<file path="config.mk">
export PLATFORM = sky130hd
export DESIGN_NAME = spi_three_wire_datapath_flat
export DESIGN_NICKNAME = d
export VERILOG_FILES = /design/src/rtl/spi_three_wire_datapath_pkg.sv /design/src/rtl/spi_three_wire_datapath_if.sv /design/src/rtl/spi_three_wire_datapath_counter.sv /design/src/rtl/spi_three_wire_datapath.sv /design/src/flat_wrapper.sv
export SDC_FILE = /design/constraint.sdc
export NUM_CORES = 1
export LEC_CHECK = 0
export CAP_MARGIN = 20
export CORE_ASPECT_RATIO = 0.6
export CORE_MARGIN = 4
export CORE_UTILIZATION = 46
export CTS_BUF_LIST = sky130_fd_sc_hd__clkbuf_8
export DETAILED_ROUTE_END_ITERATION = 6
export PLACE_DENSITY = 0.79
export SLEW_MARGIN = 25
export SYNTH_ARGS = -nofsm -noshare
export SYNTH_HDL_FRONTEND = slang
export SYNTH_HIERARCHICAL = 1
export SYNTH_SLANG_ARGS = --single-unit
export TNS_END_PERCENT = 1
</file>
<file path="constraint.sdc">
create_clock -name CLK -period 2.8 [get_ports CLK]
set_input_delay 0.56 -clock CLK [delete_from_list [all_inputs] [get_ports CLK]]
set_output_delay 0.56 -clock CLK [all_outputs]
set_load 0.05 [all_outputs]
</file>
<file path="src/rtl/spi_three_wire_datapath_pkg.sv">
// Shared constants for the three-wire SPI datapath slice.
// Frame geometry defaults used by the datapath, its interface and the counter.
package spi3_pkg;

  localparam int WIDTH    = 16;
  localparam int CMD_BITS = 8;
  localparam int CNT_W    = 4;
  localparam int RW_BIT   = WIDTH - 1;

endpackage

</file>
<file path="src/rtl/spi_three_wire_datapath_if.sv">
// Strobe/result bundle between the SPI controller FSM and its datapath.
// master = controller side, slave = datapath side.
interface spi_three_wire_datapath_if
  import spi3_pkg::*;
#(
    parameter int W  = WIDTH,
    parameter int CB = CMD_BITS,
    parameter int CW = CNT_W
);

    logic          LDEN;
    logic          SHEN;
    logic          bitcountEN;
    logic          rstbitcount;
    logic          SCEN;
    logic          ORDY;
    logic [W-1:0]  din;
    logic          sdi;
    logic [CW-1:0] bitcount;
    logic          sdo;
    logic          sdo_oe;
    logic [W-CB-1:0] dout;
    logic          dout_valid;

    modport master (
        output LDEN, SHEN, bitcountEN, rstbitcount,
        output SCEN, ORDY, din, sdi,
        input  bitcount, sdo, sdo_oe, dout, dout_valid
    );

    modport slave (
        input  LDEN, SHEN, bitcountEN, rstbitcount,
        input  SCEN, ORDY, din, sdi,
        output bitcount, sdo, sdo_oe, dout, dout_valid
    );

endinterface

</file>
<file path="src/rtl/spi_three_wire_datapath_counter.sv">
// Clearable, enabled bit counter; wraps naturally at 2**CNT_W.
module spi3_bit_counter
  import spi3_pkg::*;
#(
    parameter int CW = CNT_W
) (
    input  logic          CLK,
    input  logic          reset,
    input  logic          clr_i,
    input  logic          en_i,
    output logic [CW-1:0] count_o
);

    logic [CW-1:0] count_q;
    logic [CW-1:0] count_d;

    always_comb begin
        count_d = count_q;
        if (clr_i) begin
            count_d = '0;
        end else if (en_i) begin
            count_d = count_q + 1'b1;
        end
    end

    always_ff @(posedge CLK) begin
        if (!reset) begin
            count_q <= '0;
        end else begin
            count_q <= count_d;
        end
    end

    assign count_o = count_q;

endmodule

</file>
<file path="src/rtl/spi_three_wire_datapath.sv">
// Three-wire SPI datapath: shift register, bit counter, line direction
// control and read-data capture on the controller's ORDY rising edge.
module spi_three_wire_datapath
  import spi3_pkg::*;
#(
    parameter int W  = WIDTH,
    parameter int CB = CMD_BITS,
    parameter int CW = CNT_W
) (
    input logic CLK,
    input logic reset,
    spi_three_wire_datapath_if.slave bus
);

    localparam int DW = W - CB;
    localparam int RW = W - 1;
    localparam logic [CW-1:0] CMD_IDX = CW'(CB);

    logic [W-1:0]  shreg_q, shreg_d;
    logic          rw_q, rw_d;
    logic          ordy_q, ordy_d;
    logic [DW-1:0] dout_q, dout_d;
    logic          dv_q, dv_d;
    logic [CW-1:0] cnt;

    spi3_bit_counter #(.CW(CW)) u_cnt (
        .CLK     (CLK),
        .reset   (reset),
        .clr_i   (bus.rstbitcount),
        .en_i    (bus.bitcountEN),
        .count_o (cnt)
    );

    // Load beats shift; ORDY edge snapshots the data byte of the frame.
    always_comb begin
        shreg_d = shreg_q;
        rw_d    = rw_q;
        if (bus.LDEN) begin
            shreg_d = bus.din;
            rw_d    = bus.din[RW];
        end else if (bus.SHEN) begin
            shreg_d = {shreg_q[W-2:0], bus.sdi};
        end
        ordy_d = bus.ORDY;
        dv_d   = bus.ORDY & ~ordy_q;
        dout_d = dv_d ? shreg_q[DW-1:0] : dout_q;
    end

    always_ff @(posedge CLK) begin
        if (!reset) begin
            shreg_q <= '0;
            rw_q    <= 1'b0;
            ordy_q  <= 1'b0;
            dout_q  <= '0;
            dv_q    <= 1'b0;
        end else begin
            shreg_q <= shreg_d;
            rw_q    <= rw_d;
            ordy_q  <= ordy_d;
            dout_q  <= dout_d;
            dv_q    <= dv_d;
        end
    end

    // Release the shared line to the slave for the data phase of reads.
    assign bus.sdo_oe = reset & bus.SCEN
                      & ~(rw_q & (cnt >= CMD_IDX));
    assign bus.sdo        = reset & shreg_q[W-1];
    assign bus.bitcount   = cnt;
    assign bus.dout       = dout_q;
    assign bus.dout_valid = dv_q;

endmodule
</file>
<file path="src/flat_wrapper.sv">
// flat-port wrapper written by rule: the top's interface ports become plain ports
module spi_three_wire_datapath_flat import spi3_pkg::*;
#(
    parameter int W  = WIDTH,
    parameter int CB = CMD_BITS,
    parameter int CW = CNT_W
)
  (CLK, reset, bus_LDEN, bus_SHEN, bus_bitcountEN, bus_rstbitcount, bus_SCEN, bus_ORDY, bus_din, bus_sdi, bus_bitcount, bus_sdo, bus_sdo_oe, bus_dout, bus_dout_valid);
  spi_three_wire_datapath_if #(.W(W), .CB(CB), .CW(CW)) bus_i ();
  input logic CLK;
  input logic reset;
  input wire logic [$bits(bus_i.LDEN)-1:0] bus_LDEN;
  input wire logic [$bits(bus_i.SHEN)-1:0] bus_SHEN;
  input wire logic [$bits(bus_i.bitcountEN)-1:0] bus_bitcountEN;
  input wire logic [$bits(bus_i.rstbitcount)-1:0] bus_rstbitcount;
  input wire logic [$bits(bus_i.SCEN)-1:0] bus_SCEN;
  input wire logic [$bits(bus_i.ORDY)-1:0] bus_ORDY;
  input wire logic [$bits(bus_i.din)-1:0] bus_din;
  input wire logic [$bits(bus_i.sdi)-1:0] bus_sdi;
  output wire logic [$bits(bus_i.bitcount)-1:0] bus_bitcount;
  output wire logic [$bits(bus_i.sdo)-1:0] bus_sdo;
  output wire logic [$bits(bus_i.sdo_oe)-1:0] bus_sdo_oe;
  output wire logic [$bits(bus_i.dout)-1:0] bus_dout;
  output wire logic [$bits(bus_i.dout_valid)-1:0] bus_dout_valid;
  assign bus_i.LDEN = bus_LDEN;
  assign bus_i.SHEN = bus_SHEN;
  assign bus_i.bitcountEN = bus_bitcountEN;
  assign bus_i.rstbitcount = bus_rstbitcount;
  assign bus_i.SCEN = bus_SCEN;
  assign bus_i.ORDY = bus_ORDY;
  assign bus_i.din = bus_din;
  assign bus_i.sdi = bus_sdi;
  assign bus_bitcount = bus_i.bitcount;
  assign bus_sdo = bus_i.sdo;
  assign bus_sdo_oe = bus_i.sdo_oe;
  assign bus_dout = bus_i.dout;
  assign bus_dout_valid = bus_i.dout_valid;
  spi_three_wire_datapath #(.W(W), .CB(CB), .CW(CW)) u_core (.CLK(CLK), .reset(reset), .bus(bus_i));
endmodule
</file>
* Word level (Yosys, flattened, before mapping)
Cells that the tools add are included.
Storage, ports and cells: word-level logic and storage cells 20, register bits 31, output and inout port bits 15
Operators by class: reductions and logical operators 2, $lt $le $gt $ge 1, add/sub/neg operators 1, bitwise operators 8, mux-type cells 2
Operators by type and width (count):
- two-way mux 16 bit | 2
- bitwise AND 1 bit | 5
- adder 4 x 1 -> 4 bit (second input constant) | 1
- greater-or-equal comparator 4 bit (second input constant) | 1
- NOT 1 bit | 3
- nonzero test 2 bit | 1
- OR reduction 2 bit | 1

* Logic depth before layout (Yosys ltp)
depth in word-level cells 4, depth in mapped cells 4, depth with buffers taken out 3

* Hierarchy
The synthesis kept the hierarchy.
Modules (own cells, without submodules):
- spi_three_wire_datapath | seq. area each 540.5 um^2, area an instance 1113.6 um^2, times used 1, cells an instance 108
- spi3_bit_counter | seq. area each 80.1 um^2, area an instance 181.4 um^2, times used 1, cells an instance 17

* Worst setup path before layout
No wires, ideal clock.
path type input port to output port, start point input port reset, end point output port bus_sdo_oe, required time 2240 ps, cell stages on the path 3, arrival time 1514 ps, buffers on the path 1, slack 726 ps, cells stage by stage buf_2 -> nand2_1 -> a21oi_1
On the way: cells in the longest elaborated chain, start to end 2
Ends and longest elaborated chain:
- start, declared | line flat_wrapper.sv:11 | input logic reset;
- bitwise AND 1 bit | line spi_three_wire_datapath.sv:66 | assign bus.sdo_oe = reset & bus.SCEN
- bitwise AND 1 bit | line spi_three_wire_datapath.sv:67 | & ~(rw_q & (cnt >= CMD_IDX));
- end, declared | line flat_wrapper.sv:22 | output wire logic [$bits(bus_i.sdo_oe)-1:0] bus_sdo_oe;
Every way passes these cells.

* Worst setup path after layout
Ends and elaborated chain as after synthesis.

==> qor.csv <==
stage,metric,value,unit
status,status,"finished, final reports clean",
placed_design,dpl_cell_area,0.00169,mm2
worst_hold_path,hold_class,reg2reg,
synthesis,synth_xor_area_frac,0.00676,
clock_tree,clk_pin_slew,60,ps
placed_design,dp_slack,709,ps
synthesis,synthAdderAreaFrac,0.00966,
placed_design,gp_congestion,0.730,
worst_setup_path,cp_num_cells,4,
synthesis,syn_nets,151,
global_routing,grt_overflow,0,
sta,finalSetupViolCount,0,
placed_design,place_hpwl,1970,um
power_and_ir_drop,irDropWorstVdd,373,uV
die,std_cell_rows,14,
sta,finalHoldViolations,0,
layout,final_area,0.00179,mm2
worst_setup_path,critPathSlowestCell,clkdlybuf4s50_1,
clock_tree,cts_tree,yes,
power_and_ir_drop,finalPower,1.02,mW
route,drt-total-wl,2860,um
synthesis,synth_top_cells_by_area,"dfxtp_1, mux2i_1, a21oi_1",
die,ios,40,
synthesis,synth_cell_types,22,
synthesis,yosys.area_share.simple,0.102,
clock_tree,root_buffer,clkbuf_8,
global_routing,antenna_found_initial,0,
worst_setup_path,critPathBufInv,2,
die,die_h,49.1,um
placed_design,dpl.cell_count,190,
synthesis,synth_top_family_by_area,multiplexers,
worst_hold_path,min_delay_path_depth,1,
sta,fmax,0.476,GHz
worst_setup_path,r2r_cells,3,
global_routing,grt_pass1_vias,1005,
route,drt-initial-drc-count,51,
worst_setup_path,path_cells,clkdlybuf4s50_1 > nand2_1 > a21oi_1 > buf_12,
sta,worst_pin_slew,834,ps
sta,setup_ws,699,ps
worst_setup_path,cp-start-kind,input pin,
clock_tree,h-tree-depth,2,
clock_tree,clock_latency,280,ps
die,die_area,0.00376,mm2
die,start_util,0.500,
layout,drive_above_1_share,0.0783,
synthesis,netlist_area,0.00129,mm2
global_routing,track_usage,0.165,
sta,max_slew_margin,0.444,
sta,final.min_clock_period,2100,ps
synthesis,synth.area.mux_share,0.209,
synthesis,ys_ff_latch,31,
worst_setup_path,crit_arrival,1540,ps
sta,holdWs,427,ps
die,die_x,76.5,um
worst_setup_path,cp_top_family,buffers and inverters,
die,core_area,0.00259,mm2
worst_setup_path,critical_path_class,in2out,
clock_tree,ctsHoldBuffers,0,
synthesis,synth.top_cell.area_share,0.479,
sta,final.setup.tns,0,ps
layout,final-instance-count-excl-fill,198,
placed_design,io_buffers,39,
synthesis,synth_compound_area_frac,0.139,
clock_tree,numClockSinks,31,
layout,fin_util,0.692,
clock_tree,cts_buffers,5,
synthesis,syn_inst,125,
flow_run,maxCapViolCount,0,
layout,layout-area-overhead-vs-synth,38.6,%
synthesis,avgSynthCellArea,10.4,um2
power_and_ir_drop,leakage,0.729,nW
worst_setup_path,worstPathRequired,2240,ps
route,antenna_left,0,
clock_tree,cts_setup_buffers,0,
global_routing,grt_max_degree,33,
route,wl_per_cell,14.5,um
sta,rsz0062_at_grt,no,
route,route.detailed.drc,0,
power_and_ir_drop,powerDensity,568,mW/mm2
worst_setup_path,cpPeakStageDelay,500,ps
worst_setup_path,end_kind,primary output,
clock_tree,cts_resized,0,
synthesis,ys_seq_area_frac,0.479,
route,viasPerCell,5.18,
worst_setup_path,worstPathMaxFanout,3,
synthesis,synth_top_cell_by_area,dfxtp_1,
layout,final_nets,191,
clock_tree,clock_path_buffers,2,
global_routing,grt_pass1_wl,4640,um
route,vias,1026,
layout,n_antenna_cell,0,
sta,min_period_over_period,0.751,
sta,slew_viol_final,0,
synthesis,ys.warnings.count,6,
sta,clock_skew,2.48,ps
route,detail_route.first_pass.iterations,4,
flip-flops by register name, summed over array words and instances (netlist names):
| signal | cells |
|---|---|
| u_core/shreg_q | 16 |
| u_core/rw_q | 1 |
| u_core/bus.dout | 8 |
| u_core/ordy_q | 1 |
| u_core/u_cnt/count_o | 4 |
| u_core/bus.dout_valid | 1 |
power by group:
group / switching [mW] / internal [mW]
sequential: 0.0157 / 0.467
combinational: 0.0782 / 0.0804
clock: 0.159 / 0.220
total: 0.252 / 0.768
final cells by class:
cell class | instances | area [um2]
sequential | 31 | 621
multi-input combinational | 85 | 604
clock buffer | 7 | 96.3
tap | 32 | 40.0
timing repair buffer | 41 | 425
fill | 215 | 798
clock inverter | 1 | 3.75
inverter | 1 | 3.75
worst paths after layout:
check / start / slack (ps) / endpoint
max: reset / 700 / bus_sdo_oe
min: u_core/ordy_q$_SDFF_PN0_ / 430 / u_core/bus.dout_valid$_SDFF_PN0_
min reg2reg: u_core/ordy_q$_SDFF_PN0_ / 430 / u_core/bus.dout_valid$_SDFF_PN0_
max reg2reg: u_core/ordy_q$_SDFF_PN0_ / 1560 / u_core/bus.dout[5]$_SDFFE_PN0P_
cell usage after synthesis:
library cell,count
dfxtp_1,31
mux2i_1,27
a21oi_1,18
o21ai_0,16
nor2b_1,10
buf_2,3
and2_1,2
buf_6,2
nand3b_1,2
nor2_1,2
a21bo_2,1
buf_12,1
clkbuf_1,1
clkbuf_2,1
ha_1,1
inv_1,1
nand2_1,1
nand4_1,1
nor2b_2,1
or2b_1,1
or3b_1,1
xnor2_1,1
cells in the final DEF (no fill, tap or decap):
master,instances
a21bo_2,1
a21oi_1,18
and2_1,2
buf_12,2
buf_4,2
clkbuf_8,7
clkdlybuf4s50_1,37
dfxtp_1,31
ha_1,1
inv_1,2
mux2i_1,27
nand2_1,1
nand3b_1,2
nand4_1,1
nor2_1,2
nor2b_1,10
nor2b_2,1
o21ai_0,16
or2b_1,1
or3b_1,1
xnor2_1,1
kinds of logic (layout without fill, tap and decap cells):
family | after synthesis | count (layout)
xor gates and xnor gates | 1 | 1
adders and majority gates | 1 | 1
DFF | 31 | 31
AOI/OAI and AO/OA | 35 | 35
buffers and inverters | 9 | 50
muxes | 27 | 27
and+or+nand+nor | 21 | 21
worst register-to-register path, delay by kind of cell, from the launching register on:
family           cells  cell delay, ps
multiplexers         1             280
flip-flops           1             310
AND/OR/NAND/NOR      2             540
per-layer routing:
metal	track usage	wire (um)
met1	0.179	1270
met2	0.261	1320
met3	0.0738	193
met4	0.111	74
met5	0	0
Note: power is estimated with default switching activity, not from simulation.
